## src/rtl/apuracao_votos.sv

```systemverilog
// Sequential vote tally: accumulates popcount-based yes/no totals over a session
// through a two-stage pipeline and publishes registered, saturating results on close.
module apuracao_votos #(
    parameter int N_VOTERS = 3,
    parameter int CNT_W    = 8
) (
    input  logic                clk,
    input  logic                rst,
    input  logic                start,
    input  logic [N_VOTERS-1:0] V,
    input  logic                V_valid,
    input  logic                close,
    output logic                busy,
    output logic                done,
    output logic [CNT_W-1:0]    SIM,
    output logic [CNT_W-1:0]    NAO,
    output logic [CNT_W-1:0]    RODADAS,
    output logic                aprovado,
    output logic                empate,
    output logic                sat
);

    localparam int PW = $clog2(N_VOTERS + 1);
    localparam logic [PW-1:0] N_P = PW'(N_VOTERS);

    typedef enum logic [1:0] {IDLE, OPEN, DRAIN, DONE} state_t;

    state_t          state;
    logic            drain_wait;
    logic            vld_p1;
    logic [PW-1:0]   p_p1;
    logic [PW-1:0]   q_p1;
    logic [CNT_W:0]  sim_s, nao_s, rod_s;

    function automatic logic [PW-1:0] popcount(input logic [N_VOTERS-1:0] v);
        logic [PW-1:0] c;
        c = '0;
        for (int i = 0; i < N_VOTERS; i++) c = c + PW'(v[i]);
        return c;
    endfunction

    // Returns {overflow, result}; an overflowing sum is clamped to the counter maximum.
    function automatic logic [CNT_W:0] sat_add(input logic [CNT_W-1:0] a,
                                               input logic [CNT_W-1:0] b);
        logic [CNT_W:0] s;
        s = {1'b0, a} + {1'b0, b};
        if (s[CNT_W]) s = {1'b1, {CNT_W{1'b1}}};
        return s;
    endfunction

    always_comb begin
        sim_s = sat_add(SIM, CNT_W'(p_p1));
        nao_s = sat_add(NAO, CNT_W'(q_p1));
        rod_s = sat_add(RODADAS, CNT_W'(1));
    end

    always_ff @(posedge clk) begin
        if (rst) begin
            state      <= IDLE;
            drain_wait <= 1'b0;
            vld_p1     <= 1'b0;
            busy       <= 1'b0;
            done       <= 1'b0;
            SIM        <= '0;
            NAO        <= '0;
            RODADAS    <= '0;
            aprovado   <= 1'b0;
            empate     <= 1'b0;
            sat        <= 1'b0;
        end else begin
            // stage 2: accumulate the round registered in stage 1
            if (vld_p1) begin
                SIM     <= sim_s[CNT_W-1:0];
                NAO     <= nao_s[CNT_W-1:0];
                RODADAS <= rod_s[CNT_W-1:0];
                sat     <= sat | sim_s[CNT_W] | nao_s[CNT_W] | rod_s[CNT_W];
            end

            case (state)
                IDLE, DONE: begin
                    if (start) begin
                        state    <= OPEN;
                        busy     <= 1'b1;
                        done     <= 1'b0;
                        vld_p1   <= 1'b0;
                        p_p1     <= '0;
                        q_p1     <= '0;
                        SIM      <= '0;
                        NAO      <= '0;
                        RODADAS  <= '0;
                        aprovado <= 1'b0;
                        empate   <= 1'b0;
                        sat      <= 1'b0;
                    end
                end
                OPEN: begin
                    // stage 1: register the round's yes/no split
                    vld_p1 <= V_valid;
                    if (V_valid) begin
                        p_p1 <= popcount(V);
                        q_p1 <= N_P - popcount(V);
                    end
                    if (close) begin
                        state      <= DRAIN;
                        drain_wait <= 1'b0;
                    end
                end
                DRAIN: begin
                    vld_p1 <= 1'b0;
                    // first cycle lets the last round land; flags then see final totals
                    if (!drain_wait) begin
                        drain_wait <= 1'b1;
                    end else begin
                        state    <= DONE;
                        busy     <= 1'b0;
                        done     <= 1'b1;
                        aprovado <= (SIM > NAO);
                        empate   <= (SIM == NAO);
                    end
                end
                default: state <= IDLE;
            endcase
        end
    end

endmodule

```

## config.mk

```make
export PLATFORM = sky130hd
export DESIGN_NAME = apuracao_votos
export DESIGN_NICKNAME = d
export VERILOG_FILES = /design/src/rtl/apuracao_votos.sv
export SDC_FILE = /design/constraint.sdc
export NUM_CORES = 1
export LEC_CHECK = 0
export ABC_CLOCK_PERIOD_IN_PS = 3100
export CORE_MARGIN = 4
export CORE_UTILIZATION = 52
export DETAILED_ROUTE_END_ITERATION = 8
export PLACE_DENSITY = 0.8
export SYNTH_ARGS = -nofsm -noshare
export SYNTH_HDL_FRONTEND = slang
export SYNTH_SLANG_ARGS = --single-unit
```

## constraint.sdc

```tcl
create_clock -name clk -period 3.1 [get_ports clk]
set_input_delay 0.31 -clock clk [delete_from_list [all_inputs] [get_ports clk]]
set_output_delay 0.31 -clock clk [all_outputs]
set_load 0.02 [all_outputs]
```

* After elaboration in Yosys (flattened, before gate mapping)
Cells that the tools add are included.
Word-level totals: bits in registers 37, logic and storage cells 78, output and inout bits 29
Cells by class: bitwise gates (word level) 4, muxes and demuxes 37, reduce and logical (&&, ||, !) cells 9, $lt $le $gt $ge 1, equality and inequality tests 8, add/subtract/negate cells 6
Operators by type and width (number):
- $mux W8 | 9
- $mux W9 | 3
- $add A8 B2 Y9 | 2
- $mux W2 | 6
- $mux W1 | 10
- $pmux W1 S2 | 5
- $add A8 B1 Y9 const B | 1
- $eq A8 B8 Y1 | 1
- $gt A8 B8 Y1 | 1
- $ne A2 B2 Y1 const B | 4
- $pmux W2 S2 | 2
- $pmux W2 S3 | 1
- $reduce_and A3 Y1 | 2
- $reduce_bool A2 Y1 | 3
- $eq A2 B2 Y1 const B | 2
- $reduce_and A4 Y1 | 1
- $or A1 B1 Y1 | 3
- $pmux W1 S3 | 1
- $add A1 B1 Y2 | 1
- $add A2 B1 Y2 | 1
- $eq A2 B1 Y1 const B | 1
- $logic_not A2 Y1 | 1
- $reduce_and A2 Y1 | 1
- $reduce_or A2 Y1 | 1
- other kinds (2) | 2

* Depth between registers and ports, before layout
Gate-level depths: netlist of the first run.
depth after elaboration 8, gate-level depth with buffers 7

* Least setup slack after synthesis of the first run
Ideal clock, no wire load.
path type register to register, start point register state[0], end point register p_p1[0] (enable), slack 0.910 ns, data arrival time 1.799 ns, period minus slack after synthesis 2.190 ns, stages on the path, launching flop included 5, library setup time 0.390 ns, required time 2.710 ns, buffers on the path 0, cell sequence dfxtp_1 inv_1 ha_1 nor2b_1 a2111oi_0
Between the ends: longest elaborated chain between the ends 4, elaborated cells on any way between the ends 8
RTL lines:
- start: declaration | line 28 | state_t state;
- start signal: assignment | line 59 | state <= IDLE;
- start signal: assignment | line 82 | state <= OPEN;
- start signal: assignment | line 104 | state <= DRAIN;
- $eq A2 B2 Y1 or $logic_not A2 Y1 (tied branches) | line 79 | case (state)
- $reduce_or A2 Y1 | line 79
- $ne A2 B2 Y1 (no source line) or $reduce_bool A2 Y1 (tied branches)
- $reduce_and A4 Y1 (no source line) (*)
- end signal: assignment | line 100 | p_p1 <= popcount(V);
- end: declaration | line 31 | logic [PW-1:0] p_p1;
Every way passes the cells marked *; elsewhere a longest branch is shown, timed or not. A chain may end at the register's enable or synchronous reset.

* Worst setup path after layout of the first run
start point register NAO[0], end point register sat
Between the ends: longest elaborated chain between the ends 7
RTL lines:
- start: declaration | line 16 | output logic [CNT_W-1:0] NAO,
- start signal: assignment | line 74 | NAO <= nao_s[CNT_W-1:0];
- $add A8 B2 Y9 (*) | line 46 | s = {1'b0, a} + {1'b0, b};
- $mux W9 (*) | line 47 | if (s[CNT_W]) s = {1'b1, {CNT_W{1'b1}}};
- $or A1 B1 Y1 (*) (2 in series) | line 76 | sat <= sat | sim_s[CNT_W] | nao_s[CNT_W] | rod_s[CNT_W];
- $mux W1 (*) | line 72 | if (vld_p1) begin
- $mux W1 | line 81 | if (start) begin
- $mux W1 (*) | line 79
- end signal: assignment | line 76
- end: declaration | line 20 | output logic sat
Marked as above.

==> results of run 1 <==
flip-flops by register name, indices dropped and copies added (netlist names), 2 cells and up:
register / flops
SIM: 8
q_p1: 2
p_p1: 2
RODADAS: 8
state: 2
NAO: 8
metal layers:
layer  up-vias  global-route usage (%)
met5         -                       0
li1        880                       -
met1       790                   21.49
met2        32                   31.37
met3         9                   4.317
met4         0                   6.596
worst max-delay path by stage:
| stage | from | end | slack, ps | cells after the start |
|---|---|---|---|---|
| floorplan | state[0]$_SDFFE_PP0P_ | p_p1[0]$_SDFFCE_PN0P_ | 910 | 4 |
| detailed placement | rst | SIM[7]$_SDFF_PP0_ | 1070 | 3 |
| global route | SIM[0]$_SDFF_PP0_ | sat$_SDFF_PP0_ | 960 | 6 |
| global placement | rst | SIM[7]$_SDFF_PP0_ | 1070 | 3 |
| finish | NAO[0]$_SDFF_PP0_ | sat$_SDFF_PP0_ | 1110 | 6 |
| CTS | NAO[0]$_SDFF_PP0_ | sat$_SDFF_PP0_ | 1100 | 6 |
critical path, delay by kind of cell, from the launching register on:
kind,cells,cell delay (ps)
AOI/OAI and AO/OA,1,170
adders and majority gates,2,580
buffers and inverters,1,60
DFF,1,400
and+or+nand+nor,2,690
Yosys cell counts (2+ instances only):
master / n / area share (%)
sky130_fd_sc_hd__nor2_1: 17 / 3.2
sky130_fd_sc_hd__inv_1: 19 / 3.6
sky130_fd_sc_hd__o31ai_1: 2 / 0.75
sky130_fd_sc_hd__nand2b_1: 3 / 0.94
sky130_fd_sc_hd__o211ai_1: 4 / 1.5
sky130_fd_sc_hd__mux2i_1: 5 / 2.5
sky130_fd_sc_hd__nor3b_1: 2 / 0.75
sky130_fd_sc_hd__and3_1: 3 / 0.94
sky130_fd_sc_hd__a211oi_1: 5 / 1.9
sky130_fd_sc_hd__and2_1: 2 / 0.63
sky130_fd_sc_hd__xnor2_1: 5 / 2.2
sky130_fd_sc_hd__nor2b_1: 8 / 2.5
sky130_fd_sc_hd__buf_1: 2 / 0.38
sky130_fd_sc_hd__clkbuf_1: 2 / 0.38
sky130_fd_sc_hd__xor2_1: 2 / 0.88
sky130_fd_sc_hd__nor3_1: 8 / 2.0
sky130_fd_sc_hd__nand2_1: 18 / 3.4
sky130_fd_sc_hd__dfxtp_1: 33 / 33
sky130_fd_sc_hd__a31oi_1: 5 / 1.6
sky130_fd_sc_hd__ha_1: 17 / 11
sky130_fd_sc_hd__a21oi_1: 29 / 7.3
sky130_fd_sc_hd__nand4_1: 4 / 1.3
sky130_fd_sc_hd__edfxtp_1: 4 / 6.0
sky130_fd_sc_hd__nand3_1: 6 / 1.5
sky130_fd_sc_hd__o21ai_0: 5 / 1.3
sky130_fd_sc_hd__fa_1: 3 / 3.0
logic make-up (layout without fill, tap and decap cells):
| logic type | count (synthesis) | after routing |
|---|---|---|
| AO/OA/AOI/OAI | 55 | 55 |
| multiplexers | 5 | 5 |
| adder cells (fa/ha/maj) | 20 | 20 |
| buffers and inverters | 25 | 65 |
| flip-flops | 37 | 37 |
| XOR/XNOR | 7 | 7 |
| AND/OR/NAND/NOR | 77 | 77 |
power groups by stage:
| stage | clock (uW) | combinational [uW] | sequential, uW |
|---|---|---|---|
| after floorplan | 0 | 240 | 590 |
| after global placement | 0 | 345 | 583 |
| after detailed placement | 0 | 351 | 584 |
| after CTS | 383 | 352 | 573 |
| after global routing | 402 | 400 | 580 |
| final | 373 | 351 | 573 |
cell usage in the layout, fill, tap and decap left out, types with 5 or more instances in the layout:
master	synthesis	routed
sky130_fd_sc_hd__nand3_1	6	6
sky130_fd_sc_hd__a31oi_1	5	5
sky130_fd_sc_hd__nor3_1	8	8
sky130_fd_sc_hd__nor2b_1	8	8
sky130_fd_sc_hd__a21oi_1	29	29
sky130_fd_sc_hd__xnor2_1	5	5
sky130_fd_sc_hd__nand2_1	18	18
sky130_fd_sc_hd__mux2i_1	5	5
sky130_fd_sc_hd__ha_1	17	17
sky130_fd_sc_hd__clkdlybuf4s50_1	0	36
sky130_fd_sc_hd__clkbuf_8	0	7
sky130_fd_sc_hd__inv_1	19	19
sky130_fd_sc_hd__o21ai_0	5	5
sky130_fd_sc_hd__nor2_1	17	17
sky130_fd_sc_hd__a211oi_1	5	5
sky130_fd_sc_hd__dfxtp_1	33	33
metrics by stage:
step           util (%)  std cells  hold WS, ps  area (um^2)
2_1_floorplan         -        226        476.3         1989
3_3_place_gp      64.89        306        441.6         2394
3_5_place_dp      64.89        306        449.6         2394
4_1_cts           67.64        314        459.8         2495
5_1_grt           67.64        314        524.1         2495
6_report          67.64        314        456.4         2495
area by class of cell:
| type | count | area [um^2] |
|---|---|---|
| Clock buffer | 7 | 96.34 |
| Clock inverter | 1 | 5.005 |
| Fill cell | 323 | 1194 |
| Inverter | 19 | 71.32 |
| Multi-Input combinational cell | 164 | 1106 |
| Sequential cell | 37 | 780.7 |
| Tap cell | 48 | 60.06 |
| Timing Repair Buffer | 38 | 375.4 |
==> load_flow_metrics.sql, run 1 <==
INSERT INTO impl_metrics (metric_group, metric, value, unit) VALUES
('outcome', 'outcome', 'finished clean', ''),
('timing', 'final_hold_viol_count', '0', ''),
('die', 'rows', '22', ''),
('place', 'place.port_buffers', '36', ''),
('cts', 'cts_post_setup_buffers_inserted', '0', ''),
('detailed_routing', 'dr_total_vias', '1711', ''),
('detailed_routing', 'routed_wirelength', '4176', 'um'),
('cts', 'htree_levels', '2', ''),
('yosys', 'synth_cell_type_count', '39', ''),
('yosys', 'synth.yosys.seq_area_share', '39.25', '%'),
('power_and_ir_drop', 'seqPwrFrac', '44.2', '%'),
('cts', 'worst_skew_pair.late_latency', '290', 'ps'),
('grt', 'grt_antenna_before_repair', '0', ''),
('worst_setup_path', 'critical_path_data_arrival_time', '2200', 'ps'),
('timing', 'worst_slack', '1106', 'ps'),
('final_layout', 'insertedDiodeCount', '0', ''),
('worst_setup_path', 'r2r_setup_slack', '1110', 'ps'),
('yosys', 'post_synth_inst_count', '226', ''),
('worst_setup_path', 'timing.critical_path.to_type', 'flop', ''),
('die', 'count_of_pins_on_the_block_boundary', '37', ''),
('cts', 'postCtsHoldBufs', '0', ''),
('worst_setup_path', 'rr_worst_depth', '6', ''),
('hold_path', 'min_to', 'vld_p1$_SDFFE_PP0N_', ''),
('detailed_routing', 'top_layer_used', 'met4', ''),
('die', 'die_w', '69.85', 'um'),
('cts', 'cts-resized-gates', '0', ''),
('place', 'detailed_place_hpwl', '3164', 'um'),
('timing', 'unrepaired_setup_endpoints_after_global_routing', 'false', ''),
('place', 'gp_routability_congestion', '0.7838', ''),
('yosys', 'syn-mean-instance-area', '8.803', 'um^2'),
('cts', 'cts.reportedPaths.clkPinSlew', '70', 'ps'),
('worst_setup_path', 'worstPathMaxFanout', '7', ''),
('worst_setup_path', 'standard_cell_with_the_maximum_stage_delay_on_the_critical_path', 'sky130_fd_sc_hd__or4_4', ''),
('timing', 'timing.max_slew.rel_slack', '43.11', '%'),
('timing', 'final_max_slew_viols', '0', ''),
('final_layout', 'count_of_nets_after_finishing', '293', ''),
('cts', 'clock_tree.root_cell', 'sky130_fd_sc_hd__clkbuf_8', ''),
('yosys', 'synth_top_family_by_area', 'simple AND/OR/NAND/NOR gates', ''),
('die', 'initial_utilization', '53.93', '%'),
('yosys', 'synthSimpleGateAreaFrac', '19.94', '%'),
('cts', 'tritoncts', 'done', ''),
('detailed_routing', 'postRouteAntennaNets', '0', ''),
('grt', 'grt_pass1_wl', '7251', 'um'),
('yosys', 'async_reset_ff_share', '0', '%'),
('worst_setup_path', 'regToRegStartpoint', 'NAO[0]$_SDFF_PP0_', ''),
('worst_setup_path', 'cp.required', '3310', 'ps'),
('flow_run', 'max_cap_viol_count', '0', ''),
('worst_setup_path', 'crit_path_cell_trace', 'ha_1, inv_1, fa_1, nand2b_1, or4_4, a31oi_1', ''),
('timing', 'max_slew.worst_pin.slew', '853.4', 'ps'),
('yosys', 'muxShareOfSynthArea', '2.516', '%'),
('grt', 'grt_start_max_net_pins', '23', ''),
('power_and_ir_drop', 'power_switching_share', '32.08', '%'),
('final_layout', 'drive_above_1_share', '4.511', '%'),
('yosys', 'synth_edf_count', '4', ''),
('yosys', 'synthesis.nets', '254', ''),
('timing', 'final_min_period_over_clock_period', '64.31', '%'),
('detailed_routing', 'post-route-drc-count', '0', ''),
('power_and_ir_drop', 'totalPowerFinal', '1297', 'uW'),
('detailed_routing', 'dr.pass1.iters', '4', ''),
('yosys', 'synth_xor_xnor_area_share', '3.082', '%'),
('timing', 'fin_crit', '1994', 'ps'),
('hold_path', 'timing.hold.worst_path_depth', '2', ''),
('worst_setup_path', 'endpoint_of_the_lowest_slack_register_to_register_path', 'sat$_SDFF_PP0_', ''),
('worst_setup_path', 'worstSetupPathType', 'reg2reg', ''),
('cts', 'cts_num_sinks', '37', ''),
('die', 'floorplan.die.height', '69.85', 'um'),
('power_and_ir_drop', 'irDropWorstVdd', '0.0004742', 'V'),
('worst_setup_path', 'slowest_delay', '490', 'ps'),
('yosys', 'synth_compound_gate_area_share', '16.35', '%'),
('timing', 'fin_skew', '4.371', 'ps'),
('grt', 'grt_util_all_layers', '18.05', '%');
(Power assumes the default switching activity.)
==> run 2, diff against run 1 <==
ABC_CLOCK_PERIOD_IN_PS = 2000   (was 3100)
clock period = 2 ns   (was 3.1 ns; I/O delays follow)
==> load_flow_metrics.sql, run 2 (synthesized netlist as in run 1, its figures left out) <==
INSERT INTO impl_metrics (metric_group, metric, value, unit) VALUES
('die', 'initial_utilization', '53.93', '%'),
('power_and_ir_drop', 'p_leak', '0.0009017', 'uW'),
('grt', 'grt_start_max_net_pins', '23', ''),
('cts', 'worst_skew_pair.late_latency', '280', 'ps'),
('grt', 'gr_util_met1', '22.57', '%'),
('worst_setup_path', 'crit_path_cell_trace', 'ha_1, inv_1, fa_1, nor3_2, nand4_1, a31oi_1', ''),
('cts', 'cts_num_sinks', '37', ''),
('grt', 'grt_pass1_wl', '7514', 'um'),
('timing', 'timing.max_slew.rel_slack', '69.66', '%'),
('detailed_routing', 'dr_total_vias', '1767', ''),
('hold_path', 'hold_path_class', 'reg2reg', ''),
('place', 'place.port_buffers', '36', ''),
('final_layout', 'area.sequential', '783.3', 'um^2'),
('final_layout', 'multiInputGateArea', '1112', 'um^2'),
('timing', 'timing.final.setup_violations', '0', ''),
('die', 'dieArea', '4879', 'um^2'),
('worst_setup_path', 'worstSetupPathType', 'reg2reg', ''),
('detailed_routing', 'wire_per_inst', '13.43', 'um'),
('worst_setup_path', 'slowest_delay', '400', 'ps'),
('outcome', 'outcome', 'finished clean', ''),
('grt', 'remaining_global_route_overflow', '0', ''),
('timing', 'fin_skew', '3.827', 'ps'),
('worst_setup_path', 'cp.required', '2210', 'ps'),
('final_layout', 'synthesis_to_layout_area_growth', '26.79', '%'),
('timing', 'fin_crit', '1879', 'ps'),
('place', 'detailed_place_hpwl', '3261', 'um'),
('timing', 'final_hold_viol_count', '0', ''),
('place', 'gp_routability_congestion', '0.8555', ''),
('die', 'core_area', '3689', 'um^2'),
('final_layout', 'fill_cells', '317', ''),
('cts', 'cts_buffer_count', '5', ''),
('worst_setup_path', 'r2r_setup_slack', '120', 'ps'),
('cts', 'tritoncts', 'done', ''),
('final_layout', 'top_regs', 'NAO: 8 flops, RODADAS: 8 flops, SIM: 8 flops', ''),
('timing', 'unrepaired_setup_endpoints_after_global_routing', 'false', ''),
('worst_setup_path', 'timing.critical_path.to_type', 'flop', ''),
('timing', 'clock.fmax', '0.5323', 'GHz'),
('die', 'floorplan.die.height', '69.85', 'um'),
('power_and_ir_drop', 'irDropWorstVdd', '0.0005554', 'V'),
('die', 'die_w', '69.85', 'um'),
('detailed_routing', 'routed_wirelength', '4270', 'um'),
('grt', 'grt_most_used_layer', 'met2', ''),
('timing', 'max_slew.worst_pin.slew', '451.7', 'ps'),
('grt', 'globalRouteMet2Util', '31.69', '%'),
('cts', 'htree_levels', '2', ''),
('worst_setup_path', 'startpoint_types', 'flop', ''),
('detailed_routing', 'drt-initial-drc-count', '90', ''),
('flow_run', 'max_cap_viol_count', '0', ''),
('final_layout', 'layout.core_utilization', '68.39', '%'),
('final_layout', 'commonest_non_fill_non_tap_cell_in_the_layout', 'sky130_fd_sc_hd__clkdlybuf4s50_1', ''),
('final_layout', 'drive_above_1_share', '6.296', '%'),
('cts', 'cts_buffer_depth', '2', ''),
('detailed_routing', 'postRouteAntennaNets', '0', ''),
('timing', 'tns', '0', 'ps'),
('grt', 'number_of_global_route_vias_before_repair', '1704', ''),
('die', 'rows', '22', ''),
('detailed_routing', 'drt-vias-per-instance', '5.557', ''),
('worst_setup_path', 'critical_path_data_arrival_time', '2090', 'ps'),
('detailed_routing', 'dr.pass1.iters', '4', ''),
('cts', 'clock_tree.root_cell', 'sky130_fd_sc_hd__clkbuf_8', ''),
('grt', 'global_routing_usage_on_met3', '4.604', '%'),
('grt', 'grt_antenna_before_repair', '0', ''),
('final_layout', 'insertedDiodeCount', '0', ''),
('timing', 'final_min_period_over_clock_period', '93.94', '%'),
('final_layout', 'count_of_nets_after_finishing', '297', ''),
('power_and_ir_drop', 'p_per_area', '796.3', 'nW/um^2'),
('final_layout', 'most_frequent_cells_in_the_layout', '36 x sky130_fd_sc_hd__clkdlybuf4s50_1, 31 x sky130_fd_sc_hd__dfxtp_1, 29 x sky130_fd_sc_hd__a21oi_1', ''),
('grt', 'grt_util_all_layers', '18.46', '%'),
('detailed_routing', 'post-route-drc-count', '0', ''),
('worst_setup_path', 'standard_cell_with_the_maximum_stage_delay_on_the_critical_path', 'sky130_fd_sc_hd__fa_1', ''),
('cts', 'cts_post_setup_buffers_inserted', '0', ''),
('cts', 'cts.reportedPaths.clkPinSlew', '70', 'ps'),
('worst_setup_path', 'worstPathMaxFanout', '6', ''),
('die', 'count_of_pins_on_the_block_boundary', '37', ''),
('timing', 'final_max_slew_viols', '0', '');
## run 2: cell count changes in the layout (fill, tap and decap cells not counted)
cell / previous run / this run
sky130_fd_sc_hd__buf_4: 2 / 6
sky130_fd_sc_hd__clkbuf_8: 7 / 6
sky130_fd_sc_hd__a2111oi_2: 0 / 1
sky130_fd_sc_hd__dfxtp_1: 33 / 31
sky130_fd_sc_hd__clkbuf_1: 0 / 2
sky130_fd_sc_hd__a2111oi_0: 1 / 0
sky130_fd_sc_hd__clkinv_2: 1 / 0
sky130_fd_sc_hd__dfxtp_2: 0 / 2
## run 2: per-layer routing
metal,wire (um),share of wire [%]
met1,1908,45
met2,2055,48
met3,242,5.7
met4,64,1.5
met5,0,0
## run 2: critical path, delay by kind of cell (launching register included)
family | cells | cell delay, ps
adders and majority gates | 2 | 580
and+or+nand+nor | 2 | 560
DFF | 1 | 370
AOI/OAI and AO/OA | 1 | 240
buffers and inverters | 1 | 50
## run 2: area by class of cell
class                      count  share of cell area, %
inverter                      19                  2.827
multi-input combinational    164                  44.10
clock buffer                   8                  3.571
sequential                    37                  31.05
tap                           48                  2.381
timing repair buffer          42                  16.07
## run 2: timing repair
item	4_1_cts	5_1_grt
endpoints found under the hold margin	0	0
endpoints found under the setup margin	0	1
resized for setup	0	1
hold buffers	0	0
## run 2: path summary, 6_finish.rpt
path / cells past startpoint / from / endpoint
worst min register to register: 2 / done$_SDFFE_PP0P_ / done$_SDFFE_PP0P_
worst max-delay path: 6 / SIM[0]$_SDFF_PP0_ / sat$_SDFF_PP0_
worst min-delay path: 2 / done$_SDFFE_PP0P_ / done$_SDFFE_PP0P_
worst max register to register: 6 / SIM[0]$_SDFF_PP0_ / sat$_SDFF_PP0_
## run 2: power by group
| group | switching (uW) | internal (uW) |
|---|---|---|
| Clock | 245 | 281 |
| Combinational | 338 | 252 |
| Sequential | 58.3 | 833 |
| Total | 642 | 1370 |
## run 2: stage by stage
stage	instances	setup WS (ps)	hold slack (ps)	total power, uW	instance area [um^2]
2_1_floorplan	226	67.92	366.9	1300	1997
3_3_place_gp	310	176.2	500.6	1483	2431
3_5_place_dp	310	136.7	515.6	1495	2431
4_1_cts	318	109.1	532.4	2021	2521
5_1_grt	318	2.215	544.6	2143	2522
6_report	318	121.2	535.0	2009	2522
==> run 3, diff against run 2 <==
SETUP_SLACK_MARGIN = 0.05   (was unset)
==> load_flow_metrics.sql, run 3 (synthesized netlist as in run 1, its figures left out) <==
INSERT INTO impl_metrics (metric_group, metric, value, unit) VALUES
('worst_setup_path', 'startpoint_types', 'flop', ''),
('cts', 'htree_levels', '2', ''),
('worst_setup_path', 'worstPathMaxFanout', '7', ''),
('timing', 'finalHoldWorstSlack', '528.3', 'ps'),
('timing', 'timing.max_slew.rel_slack', '72.30', '%'),
('final_layout', 'commonest_non_fill_non_tap_cell_in_the_layout', 'sky130_fd_sc_hd__clkdlybuf4s50_1', ''),
('place', 'place.port_buffers', '36', ''),
('cts', 'cts.reportedPaths.clkPinSlew', '70', 'ps'),
('timing', 'final_hold_viol_count', '0', ''),
('die', 'dieArea', '4879', 'um^2'),
('cts', 'cts_buffer_depth', '2', ''),
('place', 'gp_routability_congestion', '0.8555', ''),
('die', 'rows', '22', ''),
('final_layout', 'count_of_nets_after_finishing', '298', ''),
('place', 'detailed_place_hpwl', '3261', 'um'),
('die', 'floorplan.die.height', '69.85', 'um'),
('power_and_ir_drop', 'p_per_area', '793.4', 'nW/um^2'),
('detailed_routing', 'dr.pass1.iters', '4', ''),
('final_layout', 'most_frequent_cells_in_the_layout', '36 x sky130_fd_sc_hd__clkdlybuf4s50_1, 31 x sky130_fd_sc_hd__dfxtp_1, 29 x sky130_fd_sc_hd__a21oi_1', ''),
('final_layout', 'top_regs', 'NAO: 8 flops, RODADAS: 8 flops, SIM: 8 flops', ''),
('hold_path', 'hold_path_class', 'reg2reg', ''),
('worst_setup_path', 'standard_cell_with_the_maximum_stage_delay_on_the_critical_path', 'sky130_fd_sc_hd__or4_4', ''),
('detailed_routing', 'dr_total_vias', '1755', ''),
('grt', 'grt_antenna_before_repair', '0', ''),
('detailed_routing', 'top_layer_used', 'met4', ''),
('timing', 'worst_slack', '128.8', 'ps'),
('cts', 'postCtsHoldBufs', '0', ''),
('worst_setup_path', 'slowest_delay', '540', 'ps'),
('timing', 'tns', '0', 'ps'),
('power_and_ir_drop', 'p_leak', '0.0009156', 'uW'),
('detailed_routing', 'routed_metal_1_wirelength', '1966', 'um'),
('cts', 'worst_skew_pair.late_latency', '280', 'ps'),
('timing', 'final_min_period_over_clock_period', '93.56', '%'),
('detailed_routing', 'wire_per_inst', '13.63', 'um'),
('final_layout', 'synthesis_to_layout_area_growth', '28.55', '%'),
('detailed_routing', 'drt-initial-drc-count', '101', ''),
('worst_setup_path', 'crit_path_cell_trace', 'ha_4, inv_1, fa_1, nand2b_4, or4_4, a31oi_1', ''),
('detailed_routing', 'routed_wirelength', '4347', 'um'),
('final_layout', 'insertedDiodeCount', '0', ''),
('worst_setup_path', 'worstSetupPathType', 'reg2reg', ''),
('outcome', 'outcome', 'finished clean', ''),
('detailed_routing', 'post-route-drc-count', '0', ''),
('timing', 'final_max_slew_viols', '0', ''),
('detailed_routing', 'detailroute.wirelength.met2', '2131', 'um'),
('detailed_routing', 'drt-vias-per-instance', '5.502', ''),
('die', 'initial_utilization', '53.93', '%'),
('power_and_ir_drop', 'totalPowerFinal', '2029', 'uW'),
('cts', 'tritoncts', 'done', ''),
('timing', 'max_slew.worst_pin.slew', '414.7', 'ps'),
('timing', 'fin_crit', '1871', 'ps'),
('grt', 'grt_pass1_wl', '7514', 'um'),
('timing', 'timing.final.setup_violations', '0', ''),
('flow_run', 'max_cap_viol_count', '0', ''),
('worst_setup_path', 'timing.critical_path.to_type', 'flop', ''),
('die', 'core_area', '3689', 'um^2'),
('grt', 'grt_util_all_layers', '18.46', '%'),
('cts', 'cts_num_sinks', '37', ''),
('detailed_routing', 'wl_met3', '211', 'um'),
('grt', 'remaining_global_route_overflow', '0', ''),
('cts', 'clock_tree.root_cell', 'sky130_fd_sc_hd__clkbuf_8', ''),
('timing', 'unrepaired_setup_endpoints_after_global_routing', 'true', ''),
('timing', 'clock.fmax', '0.5344', 'GHz'),
('final_layout', 'drive_above_1_share', '7.749', '%'),
('detailed_routing', 'postRouteAntennaNets', '0', ''),
('grt', 'number_of_global_route_vias_before_repair', '1704', ''),
('grt', 'grt_start_max_net_pins', '23', ''),
('cts', 'cts_buffer_count', '5', ''),
('worst_setup_path', 'cp.required', '2210', 'ps'),
('die', 'count_of_pins_on_the_block_boundary', '37', ''),
('die', 'die_w', '69.85', 'um'),
('place', 'pre_cts_setup_slack', '136.7', 'ps'),
('worst_setup_path', 'critical_path_data_arrival_time', '2080', 'ps'),
('timing', 'fin_skew', '3.791', 'ps'),
('power_and_ir_drop', 'irDropWorstVdd', '0.0005387', 'V');
-- run 3: cell types whose count changed in the layout (fill, tap and decap cells not counted) --
cell                       previous run  this run
sky130_fd_sc_hd__nor3_1               8         7
sky130_fd_sc_hd__nand2b_4             0         1
sky130_fd_sc_hd__dfxtp_2              2         1
sky130_fd_sc_hd__ha_1                17        16
sky130_fd_sc_hd__buf_4                6         7
sky130_fd_sc_hd__dfxtp_4              0         1
sky130_fd_sc_hd__ha_4                 0         1
sky130_fd_sc_hd__nand2b_1             3         2
sky130_fd_sc_hd__nor3_2               1         2
-- run 3: critical path: cells and delay by family (launching register included) --
| kind | cells | cell delay [ps] |
|---|---|---|
| AO/OA/AOI/OAI | 1 | 190 |
| adder cells (fa/ha/maj) | 2 | 500 |
| flip-flops | 1 | 370 |
| buffers and inverters | 1 | 40 |
| AND/OR/NAND/NOR | 2 | 700 |
-- run 3: worst paths after layout --
kind	start	endpoint	slack, ps	depth (start not counted)
worst min-delay path	done$_SDFFE_PP0P_	done$_SDFFE_PP0P_	530	2
worst min register to register	done$_SDFFE_PP0P_	done$_SDFFE_PP0P_	530	2
worst max-delay path	NAO[0]$_SDFF_PP0_	sat$_SDFF_PP0_	130	6
worst max register to register	NAO[0]$_SDFF_PP0_	sat$_SDFF_PP0_	130	6
-- run 3: area by class of cell --
| type | instances | area [um^2] |
|---|---|---|
| tap | 48 | 60.06 |
| fill | 309 | 1131 |
| multi-input combinational | 164 | 1137 |
| inverter | 19 | 71.32 |
| clock buffer | 8 | 90.09 |
| sequential | 37 | 785.8 |
| timing repair buffer | 43 | 412.9 |
-- run 3: power breakdown --
group,switching (uW),internal (uW)
Clock,246,281
Sequential,62.1,833
Combinational,347,260
Total,656,1370
-- run 3: per-stage QoR --
| step | area [um^2] | std cells | util (%) |
|---|---|---|---|
| 2_1_floorplan | 1997 | 226 | - |
| 3_3_place_gp | 2431 | 310 | 65.91 |
| 3_5_place_dp | 2431 | 310 | 65.91 |
| 4_1_cts | 2521 | 318 | 68.35 |
| 5_1_grt | 2557 | 319 | 69.34 |
| 6_report | 2557 | 319 | 69.34 |
-- run 3: per-layer routing --
metal / GRT usage, % / vias to the layer above
li1: - / 890
met1: 22.57 / 822
met2: 31.69 / 38
met3: 4.604 / 5
met4: 5.957 / 0
met5: 0 / -
-- run 3: what timing repair did --
action                                  CTS  global route
endpoints found under the setup margin    0             6
gates resized for setup                   0             6
buffers inserted                          0             1
